`src/rtl/alu_seq_pkg.sv`:
```
// Package for alu_seq: opcode encodings, FSM state type and opcode helpers.
// No ports; imported by alu_seq_comb and alu_seq.
package alu_seq_pkg;

    localparam logic [3:0] OP_ADD = 4'd0;
    localparam logic [3:0] OP_SUB = 4'd1;
    localparam logic [3:0] OP_NOT = 4'd2;
    localparam logic [3:0] OP_AND = 4'd3;
    localparam logic [3:0] OP_OR  = 4'd4;
    localparam logic [3:0] OP_XOR = 4'd5;
    localparam logic [3:0] OP_SGT = 4'd6;
    localparam logic [3:0] OP_EQ  = 4'd7;
    localparam logic [3:0] OP_ADC = 4'd8;
    localparam logic [3:0] OP_SLL = 4'd9;
    localparam logic [3:0] OP_SRL = 4'd10;
    localparam logic [3:0] OP_SRA = 4'd11;
    localparam logic [3:0] OP_MUL = 4'd12;

    typedef enum logic [1:0] {
        IDLE,
        BUSY,
        DONE
    } state_t;

    function automatic logic is_shift(input logic [3:0] op);
        return (op == OP_SLL) || (op == OP_SRL) || (op == OP_SRA);
    endfunction

endpackage

```
`src/rtl/alu_seq_if.sv`:
```
// Handshake bundle between an ALU client (master) and alu_seq (slave).
//   in_valid/in_ready/op/A/B   : operation request channel
//   out_valid/out_ready/F/flags: result channel (cf, zero, of, neg)
interface alu_seq_if #(
    parameter int WIDTH = 8
);
    logic             in_valid;
    logic             in_ready;
    logic [3:0]       op;
    logic [WIDTH-1:0] A;
    logic [WIDTH-1:0] B;
    logic             out_valid;
    logic             out_ready;
    logic [WIDTH-1:0] F;
    logic             cf;
    logic             zero;
    logic             of;
    logic             neg;

    modport master (
        output in_valid, op, A, B, out_ready,
        input  in_ready, out_valid, F, cf, zero, of, neg
    );

    modport slave (
        input  in_valid, op, A, B, out_ready,
        output in_ready, out_valid, F, cf, zero, of, neg
    );
endinterface

```
`src/rtl/alu_seq_comb.sv`:
```
// Combinational single-cycle datapath of alu_seq (ops 0-8 and 13-15).
//   i_op  : opcode         i_a, i_b : operands     i_cin : carry-in for ADC
//   o_f   : result         o_cf     : carry/borrow o_of  : signed overflow
// Iterative opcodes (SLL/SRL/SRA/MUL) yield zeros here; the top handles them.
module alu_seq_comb
    import alu_seq_pkg::*;
#(
    parameter int WIDTH = 8
) (
    input  logic [3:0]       i_op,
    input  logic [WIDTH-1:0] i_a,
    input  logic [WIDTH-1:0] i_b,
    input  logic             i_cin,
    output logic [WIDTH-1:0] o_f,
    output logic             o_cf,
    output logic             o_of
);
    localparam int MSB = WIDTH - 1;

    logic [WIDTH:0] w_sum;
    logic [WIDTH:0] w_adc;
    logic [WIDTH:0] w_diff;

    assign w_sum  = {1'b0, i_a} + {1'b0, i_b};
    assign w_adc  = w_sum + {{WIDTH{1'b0}}, i_cin};
    // Extra MSB of the zero-extended difference is the unsigned borrow.
    assign w_diff = {1'b0, i_a} - {1'b0, i_b};

    always_comb begin
        o_f  = '0;
        o_cf = 1'b0;
        o_of = 1'b0;
        case (i_op)
            OP_ADD: begin
                o_f  = w_sum[MSB:0];
                o_cf = w_sum[WIDTH];
                o_of = (i_a[MSB] == i_b[MSB]) && (w_sum[MSB] != i_a[MSB]);
            end
            OP_SUB: begin
                o_f  = w_diff[MSB:0];
                o_cf = w_diff[WIDTH];
                o_of = (i_a[MSB] != i_b[MSB]) && (w_diff[MSB] != i_a[MSB]);
            end
            OP_NOT: o_f = ~i_a;
            OP_AND: o_f = i_a & i_b;
            OP_OR:  o_f = i_a | i_b;
            OP_XOR: o_f = i_a ^ i_b;
            OP_SGT: o_f = {{(WIDTH-1){1'b0}}, ($signed(i_a) > $signed(i_b))};
            OP_EQ:  o_f = {{(WIDTH-1){1'b0}}, (i_a == i_b)};
            OP_ADC: begin
                o_f  = w_adc[MSB:0];
                o_cf = w_adc[WIDTH];
                o_of = (i_a[MSB] == i_b[MSB]) && (w_adc[MSB] != i_a[MSB]);
            end
            default: ;
        endcase
    end
endmodule

```
`src/rtl/alu_seq.sv`:
```
// alu_seq: handshaked ALU with single-cycle logic/add ops and iterative
// shifts (one bit per cycle) and shift-add multiply (WIDTH cycles).
//   clk, rst : clock, asynchronous active-high reset
//   bus      : alu_seq_if slave port (request channel, result channel, flags)
// Result and flags are registered and held until out_ready; they only change
// when entering DONE, so ADC can chain off the previous operation's cf.
module alu_seq
    import alu_seq_pkg::*;
#(
    parameter int WIDTH = 8
) (
    input logic      clk,
    input logic      rst,
    alu_seq_if.slave bus
);
    localparam int SHW = $clog2(WIDTH);
    localparam int CW  = $clog2(WIDTH + 1);

    state_t             r_state;
    state_t             w_next;
    logic [3:0]         r_op;
    logic [WIDTH-1:0]   r_sh;
    logic [WIDTH-1:0]   r_mplier;
    logic [2*WIDTH-1:0] r_mcand;
    logic [2*WIDTH-1:0] r_acc;
    logic [CW-1:0]      r_cnt;
    logic [WIDTH-1:0]   r_f;
    logic               r_cf;
    logic               r_of;
    logic               r_zero;
    logic               r_neg;

    logic               w_accept;
    logic               w_multi;
    logic               w_amt_zero;
    logic               w_last;
    logic [SHW-1:0]     w_amt;
    logic [WIDTH-1:0]   w_sh_next;
    logic               w_sh_out;
    logic [2*WIDTH-1:0] w_acc_next;
    logic [WIDTH-1:0]   w_comb_f;
    logic               w_comb_cf;
    logic               w_comb_of;
    logic               w_load;
    logic [WIDTH-1:0]   w_res_f;
    logic               w_res_cf;
    logic               w_res_of;

    assign w_accept   = (r_state == IDLE) && bus.in_valid;
    assign w_amt      = bus.B[SHW-1:0];
    assign w_multi    = is_shift(bus.op) || (bus.op == OP_MUL);
    assign w_amt_zero = is_shift(bus.op) && (w_amt == '0);
    // The final iteration is folded into the edge that enters DONE, so the
    // counter reaches zero on that same edge.
    assign w_last     = (r_state == BUSY) && (r_cnt == CW'(1));

    alu_seq_comb #(.WIDTH(WIDTH)) u_comb (
        .i_op  (bus.op),
        .i_a   (bus.A),
        .i_b   (bus.B),
        .i_cin (r_cf),
        .o_f   (w_comb_f),
        .o_cf  (w_comb_cf),
        .o_of  (w_comb_of)
    );

    always_comb begin
        w_sh_next = r_sh;
        w_sh_out  = 1'b0;
        case (r_op)
            OP_SLL: begin
                w_sh_next = {r_sh[WIDTH-2:0], 1'b0};
                w_sh_out  = r_sh[WIDTH-1];
            end
            OP_SRL: begin
                w_sh_next = {1'b0, r_sh[WIDTH-1:1]};
                w_sh_out  = r_sh[0];
            end
            OP_SRA: begin
                w_sh_next = {r_sh[WIDTH-1], r_sh[WIDTH-1:1]};
                w_sh_out  = r_sh[0];
            end
            default: ;
        endcase
    end

    assign w_acc_next = r_acc + (r_mplier[0] ? r_mcand : '0);

    always_comb begin
        w_load   = 1'b0;
        w_res_f  = w_comb_f;
        w_res_cf = w_comb_cf;
        w_res_of = w_comb_of;
        if (w_accept && !w_multi) begin
            w_load = 1'b1;
        end else if (w_accept && w_amt_zero) begin
            w_load   = 1'b1;
            w_res_f  = bus.A;
            w_res_cf = 1'b0;
            w_res_of = 1'b0;
        end else if (w_last) begin
            w_load = 1'b1;
            if (r_op == OP_MUL) begin
                w_res_f  = w_acc_next[WIDTH-1:0];
                w_res_cf = 1'b0;
                w_res_of = |w_acc_next[2*WIDTH-1:WIDTH];
            end else begin
                w_res_f  = w_sh_next;
                w_res_cf = w_sh_out;
                w_res_of = 1'b0;
            end
        end
    end

    always_comb begin
        w_next = r_state;
        case (r_state)
            IDLE:    if (bus.in_valid) w_next = (w_multi && !w_amt_zero) ? BUSY : DONE;
            BUSY:    if (r_cnt == CW'(1)) w_next = DONE;
            DONE:    if (bus.out_ready) w_next = IDLE;
            default: w_next = IDLE;
        endcase
    end

    always_ff @(posedge clk or posedge rst) begin
        if (rst) r_state <= IDLE;
        else     r_state <= w_next;
    end

    always_ff @(posedge clk or posedge rst) begin
        if (rst) begin
            r_op     <= '0;
            r_sh     <= '0;
            r_mplier <= '0;
            r_mcand  <= '0;
            r_acc    <= '0;
            r_cnt    <= '0;
            r_f      <= '0;
            r_cf     <= 1'b0;
            r_of     <= 1'b0;
            r_zero   <= 1'b1;
            r_neg    <= 1'b0;
        end else begin
            if (w_accept) begin
                r_op     <= bus.op;
                r_sh     <= bus.A;
                r_mplier <= bus.B;
                r_mcand  <= {{WIDTH{1'b0}}, bus.A};
                r_acc    <= '0;
                r_cnt    <= (bus.op == OP_MUL) ? CW'(WIDTH) : CW'(w_amt);
            end else if (r_state == BUSY) begin
                r_sh     <= w_sh_next;
                r_mplier <= r_mplier >> 1;
                r_mcand  <= r_mcand << 1;
                r_acc    <= w_acc_next;
                r_cnt    <= r_cnt - CW'(1);
            end
            if (w_load) begin
                r_f    <= w_res_f;
                r_cf   <= w_res_cf;
                r_of   <= w_res_of;
                r_zero <= (w_res_f == '0);
                r_neg  <= w_res_f[WIDTH-1];
            end
        end
    end

    assign bus.in_ready  = (r_state == IDLE);
    assign bus.out_valid = (r_state == DONE);
    assign bus.F         = r_f;
    assign bus.cf        = r_cf;
    assign bus.of        = r_of;
    assign bus.zero      = r_zero;
    assign bus.neg       = r_neg;
endmodule

```
`src/flat_wrapper.sv`:
```
// flat-port wrapper written by rule: the top's interface ports become plain ports
module alu_seq_flat import alu_seq_pkg::*;
#(
    parameter int WIDTH = 8
)
  (clk, rst, bus_in_valid, bus_op, bus_A, bus_B, bus_out_ready, bus_in_ready, bus_out_valid, bus_F, bus_cf, bus_zero, bus_of, bus_neg);
  alu_seq_if #(.WIDTH(WIDTH)) bus_i ();
  input logic clk;
  input logic rst;
  input wire logic [$bits(bus_i.in_valid)-1:0] bus_in_valid;
  input wire logic [$bits(bus_i.op)-1:0] bus_op;
  input wire logic [$bits(bus_i.A)-1:0] bus_A;
  input wire logic [$bits(bus_i.B)-1:0] bus_B;
  input wire logic [$bits(bus_i.out_ready)-1:0] bus_out_ready;
  output wire logic [$bits(bus_i.in_ready)-1:0] bus_in_ready;
  output wire logic [$bits(bus_i.out_valid)-1:0] bus_out_valid;
  output wire logic [$bits(bus_i.F)-1:0] bus_F;
  output wire logic [$bits(bus_i.cf)-1:0] bus_cf;
  output wire logic [$bits(bus_i.zero)-1:0] bus_zero;
  output wire logic [$bits(bus_i.of)-1:0] bus_of;
  output wire logic [$bits(bus_i.neg)-1:0] bus_neg;
  assign bus_i.in_valid = bus_in_valid;
  assign bus_i.op = bus_op;
  assign bus_i.A = bus_A;
  assign bus_i.B = bus_B;
  assign bus_i.out_ready = bus_out_ready;
  assign bus_in_ready = bus_i.in_ready;
  assign bus_out_valid = bus_i.out_valid;
  assign bus_F = bus_i.F;
  assign bus_cf = bus_i.cf;
  assign bus_zero = bus_i.zero;
  assign bus_of = bus_i.of;
  assign bus_neg = bus_i.neg;
  alu_seq #(.WIDTH(WIDTH)) u_core (.clk(clk), .rst(rst), .bus(bus_i));
endmodule
```
`config.mk`:
```
export PLATFORM = sky130hd
export DESIGN_NAME = alu_seq_flat
export DESIGN_NICKNAME = d
export VERILOG_FILES = /design/src/rtl/alu_seq_pkg.sv /design/src/rtl/alu_seq_if.sv /design/src/rtl/alu_seq_comb.sv /design/src/rtl/alu_seq.sv /design/src/flat_wrapper.sv
export SDC_FILE = /design/constraint.sdc
export NUM_CORES = 1
export LEC_CHECK = 0
export CAP_MARGIN = 20
export CORE_MARGIN = 1.5
export CORE_UTILIZATION = 60
export CTS_CLUSTER_SIZE = 10
export DETAILED_ROUTE_END_ITERATION = 6
export GPL_ROUTABILITY_DRIVEN = 0
export PLACE_DENSITY_LB_ADDON = 0.12
export SLEW_MARGIN = 20
export SYNTH_ARGS = -nofsm -noshare
export SYNTH_HDL_FRONTEND = slang
export SYNTH_SLANG_ARGS = --single-unit
export TNS_END_PERCENT = 50
```
`constraint.sdc`:
```
create_clock -name clk -period 3.59 [get_ports clk]
set_input_delay 0.718 -clock clk [delete_from_list [all_inputs] [get_ports clk]]
set_output_delay 0.718 -clock clk [all_outputs]
set_load 0.02 [all_outputs]
```
* Yosys cells after proc, flatten, opt, wreduce, memory -nomap -nowiden
Cells that the tools add are included.
** Word-level totals
- Flip-flop bits (word level) :: 70
- Bits of input ports :: 24
- Bits in latches :: 0
- Output and inout bits :: 14
- Word-level logic and storage cells :: 109
- ROM bits :: 0
- Memories :: 0
- Bits in writable memories :: 0
** Operators by class
- Divide/modulo/power cells :: 0
- Eq/ne operators :: 28
- Bitwise logic cells :: 4
- $lt $le $gt $ge :: 1
- $mul :: 0
- Reductions and logical operators :: 22
- Add/sub/neg operators :: 5
- Muxes and demuxes :: 37
- Shift-type cells :: 0
** Operator list (count)
- 2-to-1 mux 16 bit :: 5
- case mux 8 bit (9 select lines) :: 1
- 2-to-1 mux 8 bit :: 8
- equality test 4 bit, second input constant :: 9
- case mux 8 bit (3 select lines) :: 1
- adder 16 bit :: 1
- equality test 4 x 3 -> 1 bit, second input constant :: 4
- 2-to-1 mux 4 bit :: 3
- 2-to-1 mux 1 bit :: 11
- adder 8 x 8 -> 9 bit :: 1
- adder 9 x 1 -> 9 bit :: 1
- logical AND 1 bit :: 9
- subtractor 8 x 8 -> 9 bit :: 1
- AND 8 bit :: 1
- equality test 4 x 1 -> 1 bit, second input constant :: 2
- equality test 4 x 2 -> 1 bit, second input constant :: 2
- equality test 8 bit :: 1
- greater-than comparator 8 bit :: 1
- logical NOT 8 bit :: 1
- 2-to-1 mux 2 bit :: 4
- NOT 8 bit :: 1
- bitwise OR 8 bit :: 1
- OR reduction 8 bit :: 1
- XOR 8 bit :: 1
- 17 further kinds :: 26

* Logic depth before layout (Yosys ltp)
- Depth after elaboration :: 9
- Depth in mapped cells :: 12
- Gate-level depth less buffers :: 11

* Hierarchy
A second synthesis with hierarchy kept.
** Second synthesis, totals
- Cells, all modules :: 731
- Area, all modules :: 5950.7 sq um
** By module, submodules not included
- alu_seq :: cells an instance 493, sequential area each 1727.9 sq um, area an instance 4297.9 sq um, instances 1
- alu_seq_comb :: cells an instance 238, sequential area each 0.0 sq um, area an instance 1652.8 sq um, instances 1

* Least setup slack after synthesis
No wires, ideal clock.
- Path type :: input-to-reg
- Start :: in bus_B[0]
- End :: reg u_core.r_neg (netlist: u_core.bus.neg)
- Arrival :: 3.102 ns
- Setup slack :: 0.364 ns
- Data required time :: 3.465 ns
- Setup time :: 0.125 ns
- Buffers on the path :: 1
- Stages :: 11
- Path through :: ha_1 -> fa_1 -> buf_2 -> a211o_1 -> a2111o_1 -> o311ai_1 -> nand3b_1 -> xnor2_1 -> a2bb2oi_1 -> nand3_1 -> mux2_2
** On the way
- Cells in the longest elaborated chain, start to end :: 6
- Elaborated cells between the ends (all ways) :: 12
- Classes of those cells :: add/sub (3); mux (6); reduce/logical (3)
** Ends and longest elaborated chain
- start, declared :: line flat_wrapper.sv:13 : input wire logic [$bits(bus_i.B)-1:0] bus_B;
- adder 8 x 8 -> 9 bit :: line alu_seq_comb.sv:24 : assign w_sum = {1'b0, i_a} + {1'b0, i_b};
- adder 9 x 1 -> 9 bit :: line alu_seq_comb.sv:25 : assign w_adc = w_sum + {{WIDTH{1'b0}}, i_cin};
- case mux 8 bit (9 select lines) :: line alu_seq_comb.sv:33 : case (i_op)
- 2-to-1 mux 8 bit :: line alu_seq.sv:101 : end else if (w_last) begin
- 2-to-1 mux 8 bit :: line alu_seq.sv:96 : end else if (w_accept && w_amt_zero) begin
- 2-to-1 mux 8 bit :: line alu_seq.sv:94 : if (w_accept && !w_multi) begin
- end signal, assigned :: line alu_seq.sv:163 : r_neg <= w_res_f[WIDTH-1];
- end, declared :: line alu_seq.sv:31 : logic r_neg;
Parallel ways exist; a longest one is shown, timed or not.
A chain may end at the register's enable or synchronous reset.

* Worst setup path after layout
- Start :: in bus_A[2]
- End :: reg u_core.r_neg (netlist: u_core.bus.neg)
** On the way
- Cells in the longest elaborated chain, start to end :: 6
- Elaborated cells between the ends (all ways) :: 7
- Classes of those cells :: add/sub (3); mux (4)
** Ends and longest elaborated chain
- start, declared :: line flat_wrapper.sv:12 : input wire logic [$bits(bus_i.A)-1:0] bus_A;
- adder 8 x 8 -> 9 bit :: line alu_seq_comb.sv:24
- adder 9 x 1 -> 9 bit :: line alu_seq_comb.sv:25
- case mux 8 bit (9 select lines) * :: line alu_seq_comb.sv:33
- 2-to-1 mux 8 bit :: line alu_seq.sv:101
- 2-to-1 mux 8 bit :: line alu_seq.sv:96
- 2-to-1 mux 8 bit * :: line alu_seq.sv:94
Mark *: on every way between the ends. The rest lies on a longest branch, timed or not.

==> results.ini <==
[global_route]
grt_pass1_wl_um = 32100
grt_max_degree = 46
grt.total_usage = 0.375
antenna_found_initial = 0
gr-total-overflow = 0
grt_pass1_vias = 6323

[finish]
drive_gt1_frac = 0.162
fin_util = 0.756
antennaDiodeCount = 0
nets = 922
design_area_um2 = 7390
syn_to_final_growth_pct = 21.7
final_cells = 990

[yosys]
synth.avg_cell_area_um2 = 7.94
synth.distinct_cells = 74
yosysSeqAreaShare = 0.285
syn_area_um2 = 6070
muxShareOfSynthArea = 0.0169
synth_edf_count = 0
synth-adder-area-share = 0.0985
yosysTopAreaCell = dfrtp_1
synth-seq-cells = 69
yosysTopAreaCellShare = 0.280
synthTopCellsByArea = dfrtp_1, ha_1, nand2_1, o21ai_0, a21oi_1
async_flop_share = 1.00
synth_top_family_by_area = compound AO/OA/AOI/OAI gates
yosys.area_share.simple = 0.233
synth_compound_area_frac = 0.267
ys_top_cells_by_count = nand2_1, dfrtp_1, nor2_1, o21ai_0, a21oi_1
syn-instance-count = 765
yosysMostFrequentCell = nand2_1
synth_fp_nets = 835
ys.flop_type = dfrtp_1
synth_xor_area_frac = 0.0404
yosysWarningCount = 0

[clock_tree]
cts_setup_buffers = 0
cts_buffers = 9
cts_tree = done
clkSinkCount = 69
clk_pin_slew_worst_paths_ns = 0.08
clock-root-buffer = clkbuf_8
worstSkewPairLatency_ns = 0.37
cts_buffer_depth = 2
htree_levels = 3

[floorplan]
initial_core_util = 0.621
fp.dieW_um = 104
io_pins = 38
fp-row-count = 36
dieArea_um2 = 10700
die_h_um = 104
coreArea_um2 = 9770

[worst_hold_path]
min-delay-path-class = reg -> reg
min_path_cells = 2

[timing]
fmax_ghz = 0.289
final.setup.tns_ns = 0
fin_crit_ns = 3.46
slew_violations = 0
worst_slew_pin_slew_ns = 0.852
hold_viol = 0
finalClockSkew_ns = 0.0164
fin_crit_sh = 0.963
slew_headroom = 0.428
setup_viol = 0
rsz0062_at_grt = no

[critical_path]
path_depth = 12
cp-end-kind = flop
reg2reg_depth = 12
slowest_stage = clkdlybuf4s50_1
cp.arrival_ns = 3.71
critPathTopFamily = buffers and inverters
crit_type = in -> reg
cp_cell_sequence = clkdlybuf4s50_1 > inv_1 > ha_2 > nor3_1 > o31a_1 > nor3_2 > buf_4 > mux2i_1 > nand2_1 > o311ai_1 > nand3_1 > mux2_2
cp_max_fo = 10
cp-start-kind = primary input
cpPeakStageDelay_ns = 0.52
required_ns = 3.85
path_buf_inv = 3

[route]
wl_met1_um = 8100
num_vias = 6513
wirelength_um = 19900
antenna_left = 0
top_layer = met4
via_per_inst = 6.58
drc = 1
avgRoutedWirePerCell_um = 20.1
drtPass1Iterations = 7
met3WireLength_um = 1870
dr_wl_met2_um = 9020
drtIter0Drc = 746

[job]
cap_violations = 0

[power_and_ir_drop]
ir_worst_vdd_mv = 0.508
p_leak_uw = 0.00333
p_per_area_nw_per_um2 = 582
p_total_uw = 4300

[placement]
io_buffers = 37
hpwl_um = 14800
post_dp_cell_area_um2 = 7110
dp_cells = 974

[status]
violations = DRC
outcome = complete, but fails checks

## repair_timing
action / in CTS / in global routing
setup endpoints to repair: 0 / 3
gates resized for setup: 0 / 17
hold buffers: 0 / 0
hold endpoints to repair: 0 / 0
## sequential cells by signal (all words and copies together) (netlist names)
name,flops
u_core.r_op,4
u_core.r_acc,16
u_core.bus.cf,1
u_core.bus.F,7
u_core.bus.neg,1
u_core.bus.of,1
u_core.r_mplier,8
u_core.r_mcand,16
u_core.r_state,2
u_core.r_sh,8
u_core.bus.zero,1
u_core.r_cnt,4
## metrics by stage
stage / setup slack [ns] / hold slack [ns]
after CTS: 0.000811 / 0.506
after global placement: -0.249 / 0.478
final: 0.133 / 0.508
after floorplan: 0.364 / 0.463
after detailed placement: -0.310 / 0.488
after global routing: 0.0104 / 0.524
## metal layers
| metal | GRT usage | vias up |
|---|---|---|
| met5 | 0 | - |
| met4 | 0.172 | 0 |
| met3 | 0.0761 | 86 |
| met2 | 0.597 | 361 |
| met1 | 0.493 | 3116 |
| li1 | - | 2950 |
## layout make-up
cell class              count  area [um2]
inverters                  33         124
flip-flops and latches     69        1730
repair buffers            130        1100
multi-input cells         609        4080
clock inverters             7        72.6
fillers                   747        2380
clock buffers               9         124
well taps                 133         166
## cells by family after synthesis
| family | after synthesis |
|---|---|
| AOI/OAI and AO/OA | 236 |
| xor gates and xnor gates | 28 |
| adders and majority gates | 46 |
| buffers and inverters | 87 |
| DFF | 69 |
| muxes | 10 |
| and+or+nand+nor | 289 |
## worst reg2reg max path, stage by stage, from the launching register on
cell and delay (ns):
dfrtp_1 0.43, and2_1 0.19, ha_1 0.23, fa_1 0.41, a21o_1 0.22, a41o_1 0.29
or2_1 0.24, a311oi_1 0.33, xor2_1 0.22, nand4_1 0.13, o41ai_1 0.29, buf_4 0.19
nand4_1 0.11
## power by group
group          leakage (uW)  internal (uW)  switching [uW]  total (uW)
combinational       0.00234            926            1320        2240
clock             0.0000960            323             337         660
sequential         0.000888           1070             323        1400
## layout by cell type (no fill, tap or decap), types with 16 or more instances in the layout
cell,instances
inv_1,31
o21ai_0,55
a21oi_1,50
nand2b_1,16
nor2_1,62
nand2_1,91
clkdlybuf4s50_1,36
buf_4,91
ha_1,41
and2_1,18
dfrtp_1,68
nand3_1,31
## worst paths after layout
check / startpoint / to / slack, ns
min in group asynchronous: rst / u_core.r_mplier[4]$_DFFE_PP0P_ / 0.77
max in group asynchronous: rst / u_core.bus.zero$_DFFE_PP1P_ / 1.96
worst max register to register: u_core.r_mplier[0]$_DFFE_PP0P_ / u_core.bus.of$_DFFE_PP0P_ / 0.19
worst max-delay path: bus_A[2] / u_core.bus.neg$_DFFE_PP0P_ / 0.13
worst min register to register: u_core.bus.zero$_DFFE_PP1P_ / u_core.bus.zero$_DFFE_PP1P_ / 0.51
worst min-delay path: u_core.bus.zero$_DFFE_PP1P_ / u_core.bus.zero$_DFFE_PP1P_ / 0.51
Note: power is estimated with default switching activity, not from simulation.
